**config.mk**
```make
export PLATFORM = sky130hd
export DESIGN_NAME = pla_fsm_engine
export DESIGN_NICKNAME = d
export VERILOG_FILES = /design/src/rtl/pla_fsm_pkg.sv /design/src/rtl/pla_fsm_engine_term.sv /design/src/rtl/pla_fsm_engine.sv
export SDC_FILE = /design/constraint.sdc
export NUM_CORES = 1
export LEC_CHECK = 0
export BUFFER_PORTS_ARGS = -buffer_cell sky130_fd_sc_hd__buf_2
export CAP_MARGIN = 10
export CORE_ASPECT_RATIO = 0.8
export CORE_MARGIN = 5
export CORE_UTILIZATION = 61
export CTS_BUF_LIST = sky130_fd_sc_hd__clkbuf_16
export CTS_CLUSTER_DIAMETER = 80
export DETAILED_ROUTE_END_ITERATION = 12
export PLACE_DENSITY = 0.85
export SYNTH_ARGS = -nofsm -noshare
export SYNTH_HDL_FRONTEND = slang
export SYNTH_SLANG_ARGS = --single-unit
```
**constraint.sdc**
```tcl
create_clock -name clk -period 6.8 [get_ports clk]
set_input_delay 1.36 -clock clk [delete_from_list [all_inputs] [get_ports clk]]
set_output_delay 1.36 -clock clk [all_outputs]
set_load 0.05 [all_outputs]
```
**src/rtl/pla_fsm_pkg.sv**
```systemverilog
// Shared constants and helpers for the programmable AND/OR-plane FSM engine.
// Default geometry matches the benchmark harness; the top recomputes widths from its parameters.
package pla_fsm_pkg;

    localparam int DEF_N_IN   = 6;
    localparam int DEF_N_ST   = 3;
    localparam int DEF_N_OUT  = 11;
    localparam int DEF_N_TERM = 32;
    localparam int DEF_CNT_W  = 16;

    localparam int X_W = DEF_N_ST + DEF_N_IN;
    localparam int R_W = DEF_N_ST + DEF_N_OUT;

    // Output vectors up to 64 bits wide; the count fits in 8 bits.
    function automatic logic [7:0] popcount(input logic [63:0] v);
        logic [7:0] c;
        c = '0;
        for (int i = 0; i < 64; i++) begin
            c = c + 8'(v[i]);
        end
        return c;
    endfunction

endpackage

```
**src/rtl/pla_fsm_engine_term.sv**
```systemverilog
// One product-term slot: valid/mask/value/OR-row storage and the AND-plane hit test.
// Only the valid bit is reset; an out-of-range address never matches any slot index.
module pla_term_match #(
    parameter int X_W = 9,
    parameter int R_W = 14,
    parameter int A_W = 5,
    parameter int IDX = 0
) (
    input  logic           clk,
    input  logic           rst_n,
    input  logic           we,
    input  logic [A_W-1:0] addr,
    input  logic           cfg_valid,
    input  logic [X_W-1:0] cfg_mask,
    input  logic [X_W-1:0] cfg_val,
    input  logic [R_W-1:0] cfg_or,
    input  logic [X_W-1:0] x,
    output logic           hit,
    output logic [R_W-1:0] row
);

    localparam logic [A_W-1:0] SLOT = A_W'(IDX);

    logic           valid;
    logic [X_W-1:0] mask;
    logic [X_W-1:0] val;
    logic [R_W-1:0] or_row;
    logic           sel;

    assign sel = we && (addr == SLOT);

    always_ff @(posedge clk or negedge rst_n) begin
        if (!rst_n) begin
            valid <= 1'b0;
        end else if (sel) begin
            valid <= cfg_valid;
        end
    end

    always_ff @(posedge clk) begin
        if (sel) begin
            mask   <= cfg_mask;
            val    <= cfg_val;
            or_row <= cfg_or;
        end
    end

    assign hit = valid && (((x ^ val) & mask) == '0);
    assign row = or_row;

endmodule

```
**src/rtl/pla_fsm_engine.sv**
```systemverilog
// Run-time programmable two-level FSM: term slots evaluated over {state, inputs} yield the
// next state and outputs, which are registered along with a saturating output-toggle counter.
module pla_fsm_engine
    import pla_fsm_pkg::*;
#(
    parameter int              N_IN      = DEF_N_IN,
    parameter int              N_ST      = DEF_N_ST,
    parameter int              N_OUT     = DEF_N_OUT,
    parameter int              N_TERM    = DEF_N_TERM,
    parameter logic [N_ST-1:0] RST_STATE = '0,
    parameter int              CNT_W     = DEF_CNT_W,
    localparam int             A_W       = (N_TERM > 1) ? $clog2(N_TERM) : 1,
    localparam int             XW        = N_ST + N_IN,
    localparam int             RW        = N_ST + N_OUT
) (
    input  logic             clk,
    input  logic             rst_n,
    input  logic [N_IN-1:0]  in_i,
    input  logic             en_i,
    input  logic             cfg_we_i,
    input  logic [A_W-1:0]   cfg_addr_i,
    input  logic             cfg_valid_i,
    input  logic [XW-1:0]    cfg_mask_i,
    input  logic [XW-1:0]    cfg_val_i,
    input  logic [RW-1:0]    cfg_or_i,
    input  logic             clr_i,
    output logic [N_ST-1:0]  state_o,
    output logic [N_OUT-1:0] out_o,
    output logic             idle_o,
    output logic [CNT_W-1:0] toggle_o
);

    localparam int SUM_W = CNT_W + 8;

    logic [XW-1:0]    x;
    logic [N_TERM-1:0] hits;
    logic [RW-1:0]    rows [N_TERM];
    logic [RW-1:0]    nxt;
    logic             any_hit;
    logic [N_OUT-1:0] new_out;
    logic [SUM_W-1:0] sum;
    logic [CNT_W-1:0] sat_sum;

    assign x = {state_o, in_i};

    for (genvar g = 0; g < N_TERM; g++) begin : g_term
        pla_term_match #(
            .X_W (XW),
            .R_W (RW),
            .A_W (A_W),
            .IDX (g)
        ) u_term (
            .clk       (clk),
            .rst_n     (rst_n),
            .we        (cfg_we_i),
            .addr      (cfg_addr_i),
            .cfg_valid (cfg_valid_i),
            .cfg_mask  (cfg_mask_i),
            .cfg_val   (cfg_val_i),
            .cfg_or    (cfg_or_i),
            .x         (x),
            .hit       (hits[g]),
            .row       (rows[g])
        );
    end

    always_comb begin
        nxt = '0;
        for (int i = 0; i < N_TERM; i++) begin
            if (hits[i]) begin
                nxt = nxt | rows[i];
            end
        end
    end

    assign any_hit = |hits;
    assign new_out = any_hit ? nxt[N_OUT-1:0] : '0;

    // Extra headroom bits make saturation a simple overflow check.
    assign sum     = SUM_W'(toggle_o) + SUM_W'(popcount(64'(out_o ^ new_out)));
    assign sat_sum = (|sum[SUM_W-1:CNT_W]) ? '1 : sum[CNT_W-1:0];

    // en_i is a single-cycle step strobe: every cycle it is high evaluates the table once.
    always_ff @(posedge clk or negedge rst_n) begin
        if (!rst_n) begin
            state_o  <= RST_STATE;
            out_o    <= '0;
            idle_o   <= 1'b0;
            toggle_o <= '0;
        end else begin
            if (en_i) begin
                out_o  <= new_out;
                idle_o <= !any_hit;
                if (any_hit) begin
                    state_o <= nxt[RW-1:N_OUT];
                end
            end
            if (clr_i) begin
                toggle_o <= '0;
            end else if (en_i) begin
                toggle_o <= sat_sum;
            end
        end
    end

endmodule

```
==> summary.txt <==
Synthesis
  – FFs w/ async S/R, synth: 5.796%
  – Distinct cells, synth: 49
  – Syn. warnings: 0
  – FF+latch count, synth: 1087
  – Mapped cell area: 41570 um^2
  – Post-synth EDFFs: 1024
  – Top FF cell, synth: edfxtp_1
  – Cells after Synth: 2393
  – Share of the yosys chip area belonging to registers: 77.76%
  – Post-synthesis net count: 2459
  – Syn_area_per_cell: 17.37 um^2

Worst setup path
  – Worst Path Required: 7350 ps
  – Critical path class: in -> reg
  – Worst Path Arrival: 7580 ps
  – CP Launch Type: input pin
  – Crit path capture type: flip-flop
  – Crit Path Max Fanout: 8

Detailed routing
  – Top Metal Used: met5
  – Met1 WL: 40150 um
  – Post-route ant nets: 0
  – Vias: 25560
  – DRC violations left: 0
  – DRT iter0 DRCs: 4555
  – Vias per cell: 6.793
  – First drt pass iteration count: 7
  – Metal3 WL: 17680 um
  – Routed wl met2: 58520 um
  – DR WL/cell: 32.78 um
  – DRT Wirelength: 123400 um

Outcome
  – Violated checks: setup timing
  – Outcome: finished, violations left

Floorplan
  – Chip height: 243.5 um
  – Core Rows: 85
  – Core Footprint: 67430 um^2
  – Starting Density: 61.65%
  – Io pins: 80
  – DIE WIDTH: 301.9 um
  – Die ar.: 73500 um^2

Place
  – Post-DP HPWL: 64860 um
  – Cell Area, Placed: 44700 um^2
  – DP Worst Slack: -927.1 ps
  – IO buf count: 79
  – RePlAce Congestion: 0.9348

Layout
  – Ratio of cells with drive above 1 in the final layout: 26.65%
  – # fillers: 3486
  – Post-route cell area: 49790 um^2
  – Layout area overhead: 19.77%
  – Nets: 2829

Timing
  – Final period utilization: 103.5%
  – Hold Vio Cnt, Final: 0
  – Crit path time final: 7036 ps
  – Hold WS: 499.9 ps
  – Achievable Freq: 142.1 MHz
  – Clk_skew: 32.90 ps
  – Slew Limit Fails: 0
  – Final WS setup: -235.9 ps
  – Final setup violation count: 16
  – Worst Tran Pin Value: 1265 ps
  – Slew headroom: 15.64%

GRT
  – Initial antenna violation count: 6
  – Vias in the first global route: 24870
  – Largest net degree at the start of global routing: 53
  – Grt ovf: 0
  – Total track usage: 30.48%
  – First-pass GRT wire length: 163200 um

CTS
  – CTS Buf Count: 100
  – CTS H-tree lvls: 3
  – Clk buf depth: 3
  – CTS tree: yes
  – Clock transition at path regs: 60 ps
  – Clock sink count: 1087
  – Root Driver: clkbuf_16
  – Hold buffers post-CTS: 0
  – Clk Latency, worst-skew pair: 690 ps

Pwr
  – P per Cell Area: 339.2 nW/um^2
  – Static leakage: 17.48 nW
  – Maximum VDD drop: 391.0 uV

Min path
  – Hold WC Path Type: reg -> reg

Run
  – Max-cap violations: 0
synthesized netlist by cell type (all sizes together), types with 2 or more instances:
library cell | n | share of area (%)
nand2 | 68 | 0.61
clkbuf | 38 | 0.34
dfrtp | 63 | 3.8
nor2 | 86 | 0.79
nand4 | 61 | 1.0
nand4b | 2 | 0.042
xnor2 | 12 | 0.25
inv | 101 | 0.91
o21bai | 3 | 0.054
nand3b | 2 | 0.036
nor4 | 19 | 0.45
ha | 10 | 0.30
a311oi | 5 | 0.11
edfxtp | 1024 | 74
a21oi | 14 | 0.17
a21o | 3 | 0.054
a2111oi | 30 | 0.86
mux2 | 35 | 0.95
a22oi | 291 | 5.3
buf | 51 | 1.2
a211oi | 7 | 0.13
or4 | 3 | 0.054
mux2i | 2 | 0.048
fa | 7 | 0.34
a31oi | 7 | 0.11
nand3 | 39 | 0.48
o21ai | 4 | 0.048
nor3 | 100 | 1.2
xor2 | 290 | 6.1
and3 | 4 | 0.060
nand2b | 5 | 0.075
per-layer routing:
layer  GRT usage, %  up-vias
met5              0        -
met3          7.753      527
met4          11.95        6
met1          41.53    12560
li1               -     9990
met2          48.14     2476
flip-flops by register name, summed over array words and instances (netlist names):
signal	cells
g_term.u_term.row	448
state_o	3
out_o	11
g_term.u_term.mask	288
toggle_o	16
g_term.u_term.valid	32
idle_o	1
g_term.u_term.val	288
per-stage QoR:
step	util (%)	instances	TNS, ps	total power [W]
6_report	73.84	3763	-2202	0.01689
5_1_grt	73.84	3763	-4951	0.01741
4_1_cts	71.44	3707	0	0.01625
3_5_place_dp	66.30	3517	-13870	0.01062
3_3_place_gp	66.30	3517	-11990	0.01054
2_1_floorplan	-	2393	-27.35	0.009582
critical path, stage by stage:
cell and delay, ps:
buf_6 110, buf_12 150, buf_8 140, xor2_1 270, a22oi_1 150, nand2_1 190, nor2_4 110, a22oi_1 250
nand4_1 320, nor4_4 430, xnor2_2 120, fa_1 570, fa_1 580, fa_1 570, inv_2 60, fa_1 510
inv_2 40, ha_4 150, a21o_1 190, a21oi_2 200, o21bai_1 100, a21o_1 260, and3_1 200, nand3_1 80
o21ai_0 140, a211oi_1 290
repair_timing:
action,4_1_cts,5_1_grt
buffers inserted,3,51
pin swaps,13,82
resized for setup,24,214
hold endpoints to repair,0,0
cloned,0,7
setup endpoints to repair,16,16
cell usage in the layout, fill, tap and decap left out, types with 6 or more instances in the layout:
| cell type | count |
|---|---|
| buf_12 | 34 |
| ha_1 | 9 |
| a21oi_1 | 12 |
| nor4_2 | 7 |
| a22oi_1 | 256 |
| clkinv_1 | 15 |
| a22oi_2 | 35 |
| nor3_1 | 83 |
| nand2_1 | 61 |
| nand4_1 | 54 |
| nand2_2 | 6 |
| buf_2 | 72 |
| edfxtp_1 | 1024 |
| clkbuf_16 | 112 |
| bufinv_16 | 12 |
| a31oi_1 | 7 |
| nor2_2 | 13 |
| nor4_1 | 8 |
| nor2_1 | 37 |
| dfrtp_1 | 60 |
| buf_6 | 22 |
| buf_8 | 8 |
| buf_4 | 212 |
| clkinv_2 | 23 |
| nand3_1 | 33 |
| xor2_1 | 252 |
| xor2_2 | 36 |
| a2111oi_0 | 7 |
| xnor2_1 | 8 |
| clkinvlp_4 | 10 |
| mux2_2 | 35 |
| inv_1 | 118 |
| a2111oi_2 | 16 |
| nor2_4 | 36 |
| nor3_2 | 17 |
| fa_1 | 6 |
worst paths after layout:
path                                                  to  depth (start not counted)                   start  slack (ps)
worst max-delay path             toggle_o[9]$_DFFE_PN0P_                         26                 in_i[1]        -240
min in group asynchronous       toggle_o[11]$_DFFE_PN0P_                          1                   rst_n         620
worst min register to register        idle_o$_DFFE_PN0P_                          1      idle_o$_DFFE_PN0P_         500
worst min-delay path                  idle_o$_DFFE_PN0P_                          1      idle_o$_DFFE_PN0P_         500
max in group asynchronous         state_o[0]$_DFFE_PN0P_                          2                   rst_n        5000
worst max register to register   toggle_o[9]$_DFFE_PN0P_                         26  state_o[1]$_DFFE_PN0P_         100
area by class of cell:
cell class                      count  area (um^2)  share of cell area (%)
Antenna cell                        2        5.005                 0.01005
Timing Repair Buffer              356         3201                   6.428
Clock inverter                     83        732.0                   1.470
Sequential cell                  1087        32330                   64.93
Tap cell                          913         1142                   2.294
Multi-Input combinational cell   1117         9399                   18.88
Inverter                          101        379.1                  0.7614
Clock buffer                      104         2603                   5.227
power breakdown:
group | leakage, nW | internal [W] | total (W) | switching [W]
sequential | 10.0 | 0.00748 | 0.00760 | 0.000113
combinational | 5.76 | 0.00146 | 0.00354 | 0.00209
clock | 1.69 | 0.00324 | 0.00575 | 0.00252
logic make-up after synthesis:
kind of cell             count (synthesis)  synth area share [%]
AO/OA/AOI/OAI                          367                 6.850
flip-flops                            1087                 77.76
AND/OR/NAND/NOR                        393                 4.903
adder cells (fa/ha/maj)                 17                0.6381
XOR/XNOR                               302                 6.363
buffers and inverters                  190                 2.489
multiplexers                            37                0.9962
No activity file was read; power rests on OpenSTA's default activity.
